<file path="config.mk">
export PLATFORM = sky130hd
export DESIGN_NAME = mem_access
export DESIGN_NICKNAME = d
export VERILOG_FILES = /design/src/rtl/mem_access.sv
export SDC_FILE = /design/constraint.sdc
export NUM_CORES = 1
export LEC_CHECK = 0
export ABC_AREA = 1
export CAP_MARGIN = 20
export CORE_AREA = 2 2 163 133
export CTS_CLUSTER_DIAMETER = 80
export DETAILED_ROUTE_END_ITERATION = 16
export DIE_AREA = 0 0 165 135
export GPL_TIMING_DRIVEN = 0
export HOLD_SLACK_MARGIN = 0.02
export MAX_ROUTING_LAYER = met4
export PLACE_DENSITY = 0.86
export SYNTH_ARGS = -nofsm -noshare
export SYNTH_HDL_FRONTEND = slang
export SYNTH_SLANG_ARGS = --single-unit
</file>
<file path="constraint.sdc">
create_clock -name clk -period 2.71 [get_ports clk]
set_clock_uncertainty 0.15 [all_clocks]
set_input_delay 0.813 -clock clk [delete_from_list [all_inputs] [get_ports clk]]
set_output_delay 0.813 -clock clk [all_outputs]
set_load 0.02 [all_outputs]
</file>
<file path="src/rtl/mem_access.sv">
// Memory-access stage: aligns stores, extracts loads, registers the MEM/WB pipeline register.
// Latency: one edge for non-memory or illegal instructions; k+3 edges for an access acked k cycles after request.
// Backpressure: mem_stall holds exc_mem_reg and all earlier stages from classification until the ack is taken.
module mem_access #(
    parameter int REG_WIDTH = 32,
    parameter int REG_COUNT = 32,
    parameter int CTRL_SIZE = 21,
    parameter int REG_BITS  = $clog2(REG_COUNT)
) (
    input  logic                                         clk,
    input  logic                                         rstn,
    input  logic [REG_BITS+1+CTRL_SIZE-7+3*REG_WIDTH-1:0] exc_mem_reg,
    output logic                                         dmem_req,
    output logic                                         dmem_we,
    output logic [31:0]                                  dmem_addr,
    output logic [3:0]                                   dmem_be,
    output logic [31:0]                                  dmem_wdata,
    input  logic                                         dmem_ack,
    input  logic [31:0]                                  dmem_rdata,
    output logic                                         mem_stall,
    output logic [REG_WIDTH-1:0]                         fwd_data,
    output logic [REG_BITS+1+REG_WIDTH-1:0]              mem_wb_reg,
    output logic                                         misalign_err,
    output logic [31:0]                                  stall_cycles
);

    // Field positions inside the packed EX/MEM register (return_pc sits at the bottom).
    localparam int P_SD   = REG_WIDTH;
    localparam int P_ALU  = 2 * REG_WIDTH;
    localparam int P_CTRL = 3 * REG_WIDTH;
    localparam int P_WE   = P_CTRL + CTRL_SIZE - 7;
    localparam int P_RD   = P_WE + 1;

    typedef enum logic [1:0] {
        IDLE = 2'd0,
        BUSY = 2'd1,
        DONE = 2'd2
    } state_t;

    state_t state_q, state_d;

    logic [REG_WIDTH-1:0]      return_pc, store_data, alu_out;
    logic [CTRL_SIZE-8:0]      ctrl;
    logic                      write_en;
    logic [REG_BITS-1:0]       rd;
    logic                      mem_read, mem_write, is_mem;
    logic [2:0]                funct3;
    logic [1:0]                wb_sel, off;
    logic                      legal;
    logic [1:0]                size;       // 0 byte, 1 half, 2 word
    logic                      load_signed;
    logic [3:0]                be;
    logic [31:0]               wdata, shifted, load_val;
    logic [31:0]               lbuf;
    logic [REG_WIDTH-1:0]      wb_data;
    logic                      start, illegal;
    logic                      unused_ctrl;

    assign return_pc  = exc_mem_reg[0 +: REG_WIDTH];
    assign store_data = exc_mem_reg[P_SD +: REG_WIDTH];
    assign alu_out    = exc_mem_reg[P_ALU +: REG_WIDTH];
    assign ctrl       = exc_mem_reg[P_CTRL +: CTRL_SIZE-7];
    assign write_en   = exc_mem_reg[P_WE];
    assign rd         = exc_mem_reg[P_RD +: REG_BITS];

    assign mem_read  = ctrl[13];
    assign mem_write = ctrl[12];
    assign funct3    = ctrl[11:9];
    assign wb_sel    = ctrl[8:7];
    assign is_mem    = mem_read | mem_write;
    assign off       = alu_out[1:0];
    assign unused_ctrl = ^ctrl[6:0];

    // Decode access size/sign and legality; a set mem_write always wins over mem_read.
    always_comb begin
        legal       = 1'b0;
        size        = 2'd0;
        load_signed = 1'b0;
        if (mem_write) begin
            case (funct3)
                3'b000: begin legal = 1'b1;          size = 2'd0; end
                3'b001: begin legal = ~off[0];       size = 2'd1; end
                3'b010: begin legal = (off == 2'd0); size = 2'd2; end
                default: legal = 1'b0;
            endcase
        end else if (mem_read) begin
            case (funct3)
                3'b000: begin legal = 1'b1;          size = 2'd0; load_signed = 1'b1; end
                3'b001: begin legal = ~off[0];       size = 2'd1; load_signed = 1'b1; end
                3'b010: begin legal = (off == 2'd0); size = 2'd2; end
                3'b100: begin legal = 1'b1;          size = 2'd0; end
                3'b101: begin legal = ~off[0];       size = 2'd1; end
                default: legal = 1'b0;
            endcase
        end
    end

    assign start   = is_mem & legal;
    assign illegal = is_mem & ~legal;

    // Byte enables and lane-replicated store data for the decoded size.
    always_comb begin
        be    = 4'b1111;
        wdata = store_data[31:0];
        case (size)
            2'd0: begin be = 4'b0001 << off; wdata = {4{store_data[7:0]}};  end
            2'd1: begin be = 4'b0011 << off; wdata = {2{store_data[15:0]}}; end
            default: begin be = 4'b1111;     wdata = store_data[31:0];      end
        endcase
    end

    // Shift the addressed lane down and extend it to a full word.
    always_comb begin
        shifted  = dmem_rdata >> {off, 3'b000};
        load_val = shifted;
        case (size)
            2'd0: load_val = {{24{load_signed & shifted[7]}},  shifted[7:0]};
            2'd1: load_val = {{16{load_signed & shifted[15]}}, shifted[15:0]};
            default: load_val = shifted;
        endcase
    end

    // Next state and stall; only IDLE looks at the incoming instruction, only BUSY looks at ack.
    always_comb begin
        state_d   = state_q;
        mem_stall = 1'b0;
        case (state_q)
            IDLE: begin
                if (start) begin
                    mem_stall = 1'b1;
                    state_d   = BUSY;
                end
            end
            BUSY: begin
                mem_stall = 1'b1;
                if (dmem_ack) state_d = DONE;
            end
            DONE: state_d = IDLE;
            default: state_d = IDLE;
        endcase
    end

    // Write-back value; load data only exists once an access has completed.
    always_comb begin
        case (wb_sel)
            2'b01:   wb_data = (state_q == DONE) ? lbuf : '0;
            2'b10:   wb_data = return_pc;
            default: wb_data = alu_out;
        endcase
    end

    assign fwd_data = (wb_sel == 2'b10) ? return_pc : alu_out;

    // FSM state register.
    always_ff @(posedge clk or negedge rstn) begin
        if (!rstn) state_q <= IDLE;
        else       state_q <= state_d;
    end

    // Data-memory port: loaded when an access starts, held through BUSY, request dropped on ack.
    always_ff @(posedge clk or negedge rstn) begin
        if (!rstn) begin
            dmem_req   <= 1'b0;
            dmem_we    <= 1'b0;
            dmem_addr  <= '0;
            dmem_be    <= '0;
            dmem_wdata <= '0;
            lbuf       <= '0;
        end else if (state_q == IDLE && start) begin
            dmem_req   <= 1'b1;
            dmem_we    <= mem_write;
            dmem_addr  <= {alu_out[31:2], 2'b00};
            dmem_be    <= be;
            dmem_wdata <= wdata;
        end else if (state_q == BUSY && dmem_ack) begin
            dmem_req <= 1'b0;
            lbuf     <= load_val;
        end
    end

    // MEM/WB register: bubble while stalled, illegal accesses retire without writing.
    always_ff @(posedge clk or negedge rstn) begin
        if (!rstn) begin
            mem_wb_reg <= '0;
        end else if (mem_stall) begin
            mem_wb_reg <= '0;
        end else begin
            mem_wb_reg <= {rd, write_en & ~(illegal & (state_q == IDLE)), wb_data};
        end
    end

    // One-cycle error pulse for an illegal access retiring from IDLE.
    always_ff @(posedge clk or negedge rstn) begin
        if (!rstn) misalign_err <= 1'b0;
        else       misalign_err <= (state_q == IDLE) & illegal;
    end

    // Saturating stall-cycle counter.
    always_ff @(posedge clk or negedge rstn) begin
        if (!rstn)                                 stall_cycles <= '0;
        else if (mem_stall && stall_cycles != '1) stall_cycles <= stall_cycles + 32'd1;
    end

endmodule
</file>
==> results of run 1 <==
## synth_stat cells, drive strengths merged (3+ instances only)
| library cell | n | area (µm²) |
|---|---|---|
| o21ai | 117 | 586 |
| a21oi | 27 | 135 |
| o211ai | 41 | 308 |
| inv | 134 | 503 |
| nand2 | 474 | 1830 |
| nand3 | 64 | 325 |
| nand3b | 15 | 113 |
| xor2 | 11 | 96.3 |
| o22ai | 7 | 43.8 |
| o21a | 7 | 52.6 |
| nor2 | 128 | 522 |
| buf | 38 | 204 |
| ha | 3 | 37.5 |
| clkbuf | 33 | 124 |
| xnor2 | 4 | 35.0 |
| dfrtp | 173 | 4330 |
| nor3 | 15 | 75.1 |
| and2 | 7 | 43.8 |
## worst max-delay path: stages
cell	delay, ns
buf_8	0.10
inv_4	0.04
ha_4	0.22
buf_8	0.19
nand2_1	0.11
o21ai_1	0.09
buf_2	0.18
## kinds of logic after synthesis
logic type / after synthesis / synth area share
AND/OR/NAND/NOR: 705 / 0.312
adder cells (fa/ha/maj): 3 / 0.00400
other: 1 / 0.000399
AO/OA/AOI/OAI: 200 / 0.121
buffers and inverters: 205 / 0.0885
XOR/XNOR: 15 / 0.0140
flip-flops: 173 / 0.461
## path summary, 6_finish.rpt
path	endpoint	cells past startpoint	start	slack, ns
max	fwd_data[31]	7	exc_mem_reg[103]	-0.02
min	dmem_we	1	rstn	0.14
max reg2reg	dmem_addr[3]	9	state_q[1]	0.38
min reg2reg	dmem_wdata[15]	2	dmem_wdata[15]	0.33
max in group asynchronous	mem_wb_reg[11]	2	rstn	1.31
min in group clk	dmem_wdata[15]	2	dmem_wdata[15]	0.33
## final cells by class
type / instances / area (µm²)
plain buffers: 66 / 369
clock buffers: 18 / 439
clock inverters: 14 / 138
fillers: 1689 / 6810
inverters: 134 / 508
multi-input cells: 925 / 4400
flip-flops and latches: 173 / 4330
well taps: 269 / 337
repair buffers: 326 / 3190
## timing repair
item                       4_1_cts  5_1_grt
setup endpoints to repair       47       33
cloned                           1        0
setup buffers                    8        2
hold endpoints to repair         0        0
pin swaps                       10       10
gates resized for setup        271       41
## power breakdown
part / switching, mW / internal, mW
registers: 0.353 / 3.28
logic: 2.17 / 1.63
clock network: 1.19 / 1.25
## stage by stage
step	TNS, ns	cells	worst slack (ns)
after detailed placement	-101.26	1887	-1.57
after floorplan	-3.90	1303	-0.130
after global routing	-0.0973	1925	-0.0261
after CTS	0	1924	0.000587
final	-0.0363	1925	-0.0184
after global placement	-1213.73	1886	-6.49
## metal layers
metal	share of wire	global-route usage	vias to the layer above	routed length (µm)
li1	-	-	4781	-
met1	0.44	0.426	4791	15000
met2	0.45	0.482	479	15600
met3	0.081	0.0636	67	2790
met4	0.029	0.100	0	1010
met5	0	-	-	0
==> results.md, run 1 <==
* Most frequent cells in the layout: nand2_1 (451), clkdlybuf4s50_1 (272), dfrtp_1 (173)
* Commonest non-fill, non-tap cell in the layout: nand2_1
* Post-Place Cell Area at 0.0129 mm²
* Ys flop type: dfrtp_1
* Clock root buffer master: clkbuf_16
* Status: complete, but fails checks
* Antenna diode count at 0
* Fin nets at 1797
* Crit path max fanout at 10
* Ports at 325
* Final WL at 34400 µm
* Worst slew pin tran at 0.694 ns
* Cell Area, Synth at 0.00939 mm²
* Final Slew Violations at 0
* Layout cells sized above 1 at 0.106
* Unrepaired setup endpoints after global routing: yes
* DR WL/cell at 17.9 µm
* CTS clock-pin slew for the worst setup and hold paths at 0.08 ns
* Initial drt markers at 1023
* Die Ht at 135 µm
* # rows at 47
* HPWL after detailed placement at 26100 µm
* Initial core utilization at 0.458
* VDD IR max at 0.612 mV
* CP required at 1.75 ns
* Final WS setup at -0.0184 ns
* First-pass GRT wire length at 52300 µm
* DR vias/cell at 5.26
* Layout Utilization at 0.668
* Synth Register Bits at 173
* IO Port Bufs at 314
* Fin crit period at 2.73 ns
* Total power at 9.87 mW
* Core area at 0.0205 mm²
* Pin count of the biggest net entering global routing at 112
* DR DRC count at 0
* Failing checks: setup timing
* Grt ovf at 0
* Antenna-violating nets left at 0
* Post-route clock period utilization at 1.01
* Final hold vios at 0
* Max Cap Viol at 0
* Max Clk Rate at 0.367 GHz
* Clock Path Buffers at 2
* Post-synth EDFFs at 0
* Routed via count at 10.1k
* Clk Latency, worst-skew pair at 0.44 ns
* Startpoint types: input port
* # hold bufs at CTS at 0
* Routability Congestion at 0.968
* Syn avg cell area at 7.21 µm²
* Die area at 0.0223 mm²
* CTS H-tree depth at 4
* Area delta synth->final at 46.0%
* Initial antenna violation count at 0
* Worst setup EP type: primary output
* Worst slew margin at 0.537
* Sequential cell area fraction in the yosys report at 0.461
* Sink Count at 173
* Final Setup Violations at 3
* Worst Path Class, Setup: in -> out
* Netlist cell types at 33
* Number of global-route vias before repair at 9589
* Asr flop ratio synth at 1.00
* Syn Inst Count at 1302
* Hold Path Class: in -> async
* Width of the die at 165 µm
* Largest register FFs at 38
* Hold WS at 0.143 ns
* PwrDens at 720 mW/mm²
* Pleak at 6.58 nW
* TritonRoute pass-1 iters at 5
* Cts bufs inserted at 17
* Overall Global Routing Usage at 0.317
* CTS tree: done
* Yosys Warn Count at 0
* Data arrival, critical path at 1.77 ns
* Final instance area at 0.0137 mm²
No activity file was read; power rests on OpenSTA's default activity.
==> run 2, diff against run 1 <==
SETUP_SLACK_MARGIN = 0.1   (was default)
==> run 2 against run 1 <==
Net effect:
- the run still ends with setup timing left
- critical path depth unchanged
- sequential power about the same
- non-clock buffer count increased by 38
- sequential share of layout area decreased by 2.4 points
- hold slack got worse by 0.023 ns
- global-route usage increased by 2.2 points
- routed wire length increased by 11%
- critical path type unchanged
- critical endpoint is now fwd_data[25]
- highest routed layer unchanged
==> results.md, run 2 (synthesis results as in run 1) <==
* Worst Path Class, Setup: in -> out
* Worst setup EP type: primary output
* Layout cells sized above 1 at 0.155 (+0.0496)
* Initial drt markers at 1150 (+12%)
* DR DRC count at 0 (unchanged)
* Final Setup Violations at 6 (+3)
* Clock power share at 0.248 (about the same)
* CP required at 1.75 ns (about the same)
* Most used cell, CP: clkbuf_16
* Worst slew pin tran at 0.772 ns (+0.0777 ns)
* Width of the die at 165 µm (unchanged)
* Clock Path Buffers at 2 (unchanged)
* Unrepaired setup endpoints after global routing: yes
* Worst setup path startpoint: exc_mem_reg[103]
* # rows at 47 (unchanged)
* Comb pwr share at 0.399 (+0.014)
* Slowest cell on crit path: clkbuf_16
* # hold bufs at CTS at 0 (unchanged)
* Die area at 0.0223 mm² (unchanged)
* IO Port Bufs at 314 (unchanged)
* Layout Utilization at 0.724 (+0.0553)
* Internal Power at 6.52 mW (+5.7%)
* CTS tree: done
* CTS H-tree depth at 4 (unchanged)
* R2R Path Start: state_q[1]
* Pre-CTS WS at -1.31 ns (+0.264 ns)
* Antenna-violating nets left at 0 (unchanged)
* Post-route clock period utilization at 1.01 (about the same)
* Worst path max stage delay at 0.18 ns (-0.04 ns)
* Worst slew margin at 0.485 (-0.0518)
* Crit path max-delay family: buffers and inverters
* Routed via count at 10.7k (+6.2%)
* Largest register FFs at 38 (unchanged)
* CP Cell Sequence: buf_8, inv_4, ha_4, clkbuf_16, clkbuf_16, o21ai_4, buf_6
* Grt ovf at 0 (unchanged)
* Part of the power in registers at 0.353 (-0.015)
* TritonRoute pass-1 iters at 7 (+2)
* Most frequent cells in the layout: nand2_1 (428), clkdlybuf4s50_1 (271), dfrtp_1 (173)
* Pin count of the biggest net entering global routing at 123 (+9.8%)
* Routability Congestion at 0.976 (+0.76%)
* Final WL at 38300 µm (+11%)
* Fin nets at 1835 (+2.1%)
* Area delta synth->final at 58.1%
* Fin crit period at 2.73 ns (-0.00228 ns)
* HPWL after detailed placement at 26000 µm (-0.62%)
* Data arrival, critical path at 1.76 ns (about the same)
* Startpoint types: input port
* Clk Latency, worst-skew pair at 0.43 ns (about the same)
* Die Ht at 135 µm (unchanged)
* Ports at 325 (unchanged)
* Antenna diode count at 0 (unchanged)
* Initial core utilization at 0.458 (unchanged)
* Status: complete, but fails checks
* Core area at 0.0205 mm² (unchanged)
* Placed cells at 1887 (unchanged)
* Final WS setup at -0.0161 ns (+0.00228 ns)
* Number of global-route vias before repair at 10.4k (+8.7%)
* Post-Place Cell Area at 0.0132 mm² (+1.9%)
* Commonest non-fill, non-tap cell in the layout: nand2_1
* Finished Layout Cells at 1963 (+2.0%)
* CTS clock-pin slew for the worst setup and hold paths at 0.08 ns (about the same)
* Clock root buffer master: clkbuf_16
* Initial antenna violation count at 0 (unchanged)
* Sink Count at 173 (unchanged)
* Pleak at 7.12 nW (+8.2%)
* Hold Path Class: in -> async
* Psw at 3.85 mW (+3.7%)
* Total power at 10.4 mW (+5.0%)
* Final Slew Violations at 0 (unchanged)
* Final hold vios at 0 (unchanged)
* DR WL/cell at 19.5 µm (+9.1%)
* Cts bufs inserted at 17 (unchanged)
* Max Clk Rate at 0.367 GHz (about the same)
* VDD IR max at 0.479 mV (-22%)
* Overall Global Routing Usage at 0.339 (+0.0225)
* DR vias/cell at 5.47 (+4.1%)
* Failing checks: setup timing
* Max Cap Viol at 0 (unchanged)
* Net Sw Frac at 0.371 (-0.00452)
* First-pass GRT wire length at 55800 µm (+6.8%)
* Final instance area at 0.0148 mm² (+8.3%)
* Crit path max fanout at 6 (-4)
* PwrDens at 698 mW/mm² (-3.1%)
* WP buf/inv at 5 (+1)
[run 2: changes by cell type in the layout (fill, tap and decap cells not counted), sizes merged]
| cell | delta |
|---|---|
| clkbuf | +11 |
| inv | -5 |
| clkinv | +2 |
| buf | +31 |
| clkdlybuf4s50 | -1 |
| bufinv | +2 |
| clkdlybuf4s15 | -1 |
| clkinvlp | -1 |
[run 2: area by class of cell]
| cell class | instances | area (µm²) |
|---|---|---|
| Inverter | 134 | 505 |
| Fill cell | 1481 | 5670 |
| Tap cell | 269 | 337 |
| Clock inverter | 12 | 149 |
| Sequential cell | 173 | 4330 |
| Multi-Input combinational cell | 925 | 4890 |
| Clock buffer | 20 | 457 |
| Buffer | 71 | 527 |
| Timing Repair Buffer | 359 | 3660 |
[run 2: power groups by stage]
stage,clock (mW),sequential (mW),combinational [mW]
floorplan,0,4.22,1.34
global placement,0,3.65,3.69
detailed placement,0,3.67,3.75
CTS,2.57,3.63,3.97
global route,2.68,3.72,4.42
finish,2.57,3.66,4.14
[run 2: through the flow]
step,hold WS (ns),TNS (ns)
2_1_floorplan,0.303,0
3_3_place_gp,0.312,-1196.30
3_5_place_dp,0.314,-74.08
4_1_cts,0.138,0
5_1_grt,0.142,-0.344
6_report,0.120,-0.0695
[run 2: worst register-to-register path, cell delays in order, from the launching register on]
cell	delay [ns]
dfrtp_1	0.47
nor2_2	0.18
nand2_2	0.09
buf_6	0.12
buf_4	0.12
buf_4	0.13
buf_6	0.11
buf_4	0.12
buf_4	0.12
buf_4	0.12
buf_4	0.12
buf_4	0.12
buf_4	0.12
buf_4	0.12
buf_4	0.13
nor2_4	0.09
nor3b_2	0.05
[run 2: path summary, 6_finish.rpt]
| path | to | slack (ns) | cells after the start |
|---|---|---|---|
| max | fwd_data[25] | -0.02 | 7 |
| min | mem_wb_reg[2] | 0.12 | 1 |
| max reg2reg | mem_wb_reg[32] | 0.12 | 16 |
| min reg2reg | dmem_wdata[15] | 0.33 | 2 |
| max in group asynchronous | lbuf[15] | 1.30 | 2 |
| min in group clk | dmem_wdata[15] | 0.33 | 2 |
[run 2: routing by layer]
layer | routed length (µm) | track usage | vias to the layer above
li1 | - | - | 4881
met1 | 15400 | 0.437 | 5129
met2 | 18200 | 0.523 | 634
met3 | 3450 | 0.0685 | 98
met4 | 1280 | 0.140 | 0
met5 | 0 | - | -
[run 2: timing repair]
item / in CTS / in global routing
setup buffers: 25 / 11
endpoints found under the setup margin: 55 / 68
resized for setup: 324 / 61
gates cloned: 8 / 0
hold endpoints to repair: 0 / 0
pin swaps: 27 / 12
==> run 3, diff against run 2 <==
CORE_AREA = 2 2 175 143   (was 2 2 163 133)
DIE_AREA = 0 0 177 145   (was 0 0 165 135)
PLACE_DENSITY = 0.76   (was 0.86)
==> run 3 against run 2 <==
Net effect:
- the run still ends with setup timing left
- clock power shrank 5%
- cell count grew 2.5%
- non-clock buffer count decreased by 1
- global-route usage decreased by 4.2 points
- utilization is 10 points lower
- critical endpoint is now fwd_data[20]
- largest power group unchanged
==> results.md, run 3 (synthesis results as in run 1) <==
* Hold WS at 0.151 ns (+0.0302 ns)
* # hold bufs at CTS at 0 (unchanged)
* Clk Latency, worst-skew pair at 0.44 ns (about the same)
* # rows at 51 (+8.5%)
* Sink Count at 173 (unchanged)
* Cell depth of the worst flop-to-flop path at 15 (-1)
* Layout cells sized above 1 at 0.154 (-0.00168)
* Part of the power in registers at 0.360 (+0.007)
* Routability Congestion at 0.933 (-4.4%)
* Core area at 0.0239 mm² (+17%)
* HPWL after detailed placement at 26500 µm (+1.8%)
* Die Ht at 145 µm (+7.4%)
* Max Clk Rate at 0.366 GHz (-0.20%)
* Psw at 3.86 mW (+0.27%)
* First-pass GRT wire length at 57300 µm (+2.7%)
* TritonRoute pass-1 iters at 5 (-2)
* DR DRC count at 0 (unchanged)
* Initial core utilization at 0.392 (-0.0651)
* Ports at 325 (unchanged)
* Unrepaired setup endpoints after global routing: yes
* Fin crit period at 2.73 ns (+0.00538 ns)
* Cts bufs inserted at 17 (unchanged)
* Data arrival, critical path at 1.77 ns (about the same)
* Final WS setup at -0.0215 ns (-0.00538 ns)
* Antenna-violating nets left at 0 (unchanged)
* Overall Global Routing Usage at 0.297 (-0.0418)
* CTS tree: done
* Final instance area at 0.0148 mm² (about the same)
* Comb pwr share at 0.400 (about the same)
* Worst slew pin tran at 0.702 ns (-0.0699 ns)
* Startpoint types: input port
* R2R Setup Slk at 0.16 ns (+0.04 ns)
* Initial drt markers at 946 (-18%)
* Initial antenna violation count at 1 (+1)
* Final Setup Violations at 3 (-3)
* Number of global-route vias before repair at 10.4k (-0.038%)
* Post-route clock period utilization at 1.01 (+0.00199)
* Status: complete, but fails checks
* CTS clock-pin slew for the worst setup and hold paths at 0.07 ns (about the same)
* VDD IR max at 0.438 mV (-8.6%)
* Commonest non-fill, non-tap cell in the layout: nand2_1
* Die area at 0.0257 mm² (+15%)
* PwrDens at 684 mW/mm² (-1.9%)
* Width of the die at 177 µm (+7.3%)
* Largest register FFs at 38 (unchanged)
* Pin count of the biggest net entering global routing at 112 (-8.9%)
* Post-Place Cell Area at 0.0132 mm² (+0.47%)
* Net Sw Frac at 0.380 (+0.00856)
* Area delta synth->final at 58.0% (about the same)
* DR WL/cell at 18.6 µm (-4.6%)
* Crit path max fanout at 5 (-1)
* Failing checks: setup timing
* Grt ovf at 0 (unchanged)
* Clock Path Buffers at 2 (unchanged)
* Routed via count at 10.5k (-2.7%)
* Pleak at 7.04 nW (-1.1%)
* Worst slew margin at 0.532 (+0.0466)
* Fin nets at 1834 (-0.054%)
* Max Cap Viol at 0 (unchanged)
* Pre-CTS WS at -1.30 ns (+0.00426 ns)
* Setup TNS at -0.0299 ns (+0.0396 ns)
* Total power at 10.2 mW (-2.0%)
* Worst setup EP type: primary output
* Final hold vios at 0 (unchanged)
* DR vias/cell at 5.20 (-5.0%)
* Internal Power at 6.30 mW (-3.3%)
* Most frequent cells in the layout: nand2_1 (430), clkdlybuf4s50_1 (270), dfrtp_1 (172)
* Worst Path Class, Setup: in -> out
* Hold Path Class: in -> async
* CP required at 1.75 ns (about the same)
* Final Slew Violations at 0 (unchanged)
* Clock power share at 0.240 (-0.008)
* Final WL at 37400 µm (-2.3%)
* CTS H-tree depth at 4 (unchanged)
* IO Port Bufs at 314 (unchanged)
* Clock root buffer master: clkbuf_16
[run 3: per-stage QoR]
stage                util  std cells
floorplan               -       1303
detailed placement  0.552       1936
finish              0.620       2012
global route        0.620       2012
global placement    0.551       1935
CTS                 0.612       2003
[run 3: repair_timing]
item / 4_1_cts / 5_1_grt
pin swaps: 39 / 9
cloned: 5 / 0
endpoints found under the setup margin: 52 / 66
resized for setup: 339 / 36
buffers inserted: 30 / 10
[run 3: power groups by stage]
stage	clock, mW	sequential [mW]	combinational (mW)
global route	2.59	3.72	4.37
global placement	0	3.66	3.72
CTS	2.48	3.64	4.00
detailed placement	0	3.67	3.77
finish	2.44	3.65	4.07
floorplan	0	4.22	1.34
[run 3: area by class of cell]
type	count	area, µm²
timing repair buffer	360	3680
fill	2013	9090
buffer	69	472
clock inverter	14	126
antenna	1	2.50
inverter	134	508
clock buffer	18	439
sequential	173	4330
tap	318	398
multi-input combinational	925	4890
[run 3: worst paths after layout]
kind | start | to
setup / recovery | exc_mem_reg[103] | fwd_data[20]
hold / removal | rstn | mem_wb_reg[3]
setup reg to reg | state_q[0] | mem_wb_reg[32]
hold reg to reg | dmem_wdata[9] | dmem_wdata[9]
max in group asynchronous | rstn | dmem_addr[25]
min in group clk | dmem_wdata[9] | dmem_wdata[9]
[run 3: routing by layer]
| metal | vias to the layer above | GRT usage | wire, µm |
|---|---|---|---|
| li1 | 4862 | - | - |
| met1 | 5012 | 0.389 | 15700 |
| met3 | 72 | 0.0642 | 3280 |
| met5 | - | - | 0 |
| met4 | 0 | 0.101 | 1050 |
| met2 | 509 | 0.457 | 17400 |
[run 3: critical path, stage by stage]
cell and delay [ns]:
buf_8 0.10, inv_4 0.04, ha_4 0.19, buf_12 0.14, clkbuf_16 0.19, nand2_8 0.06, o21ai_2 0.08, buf_6 0.14
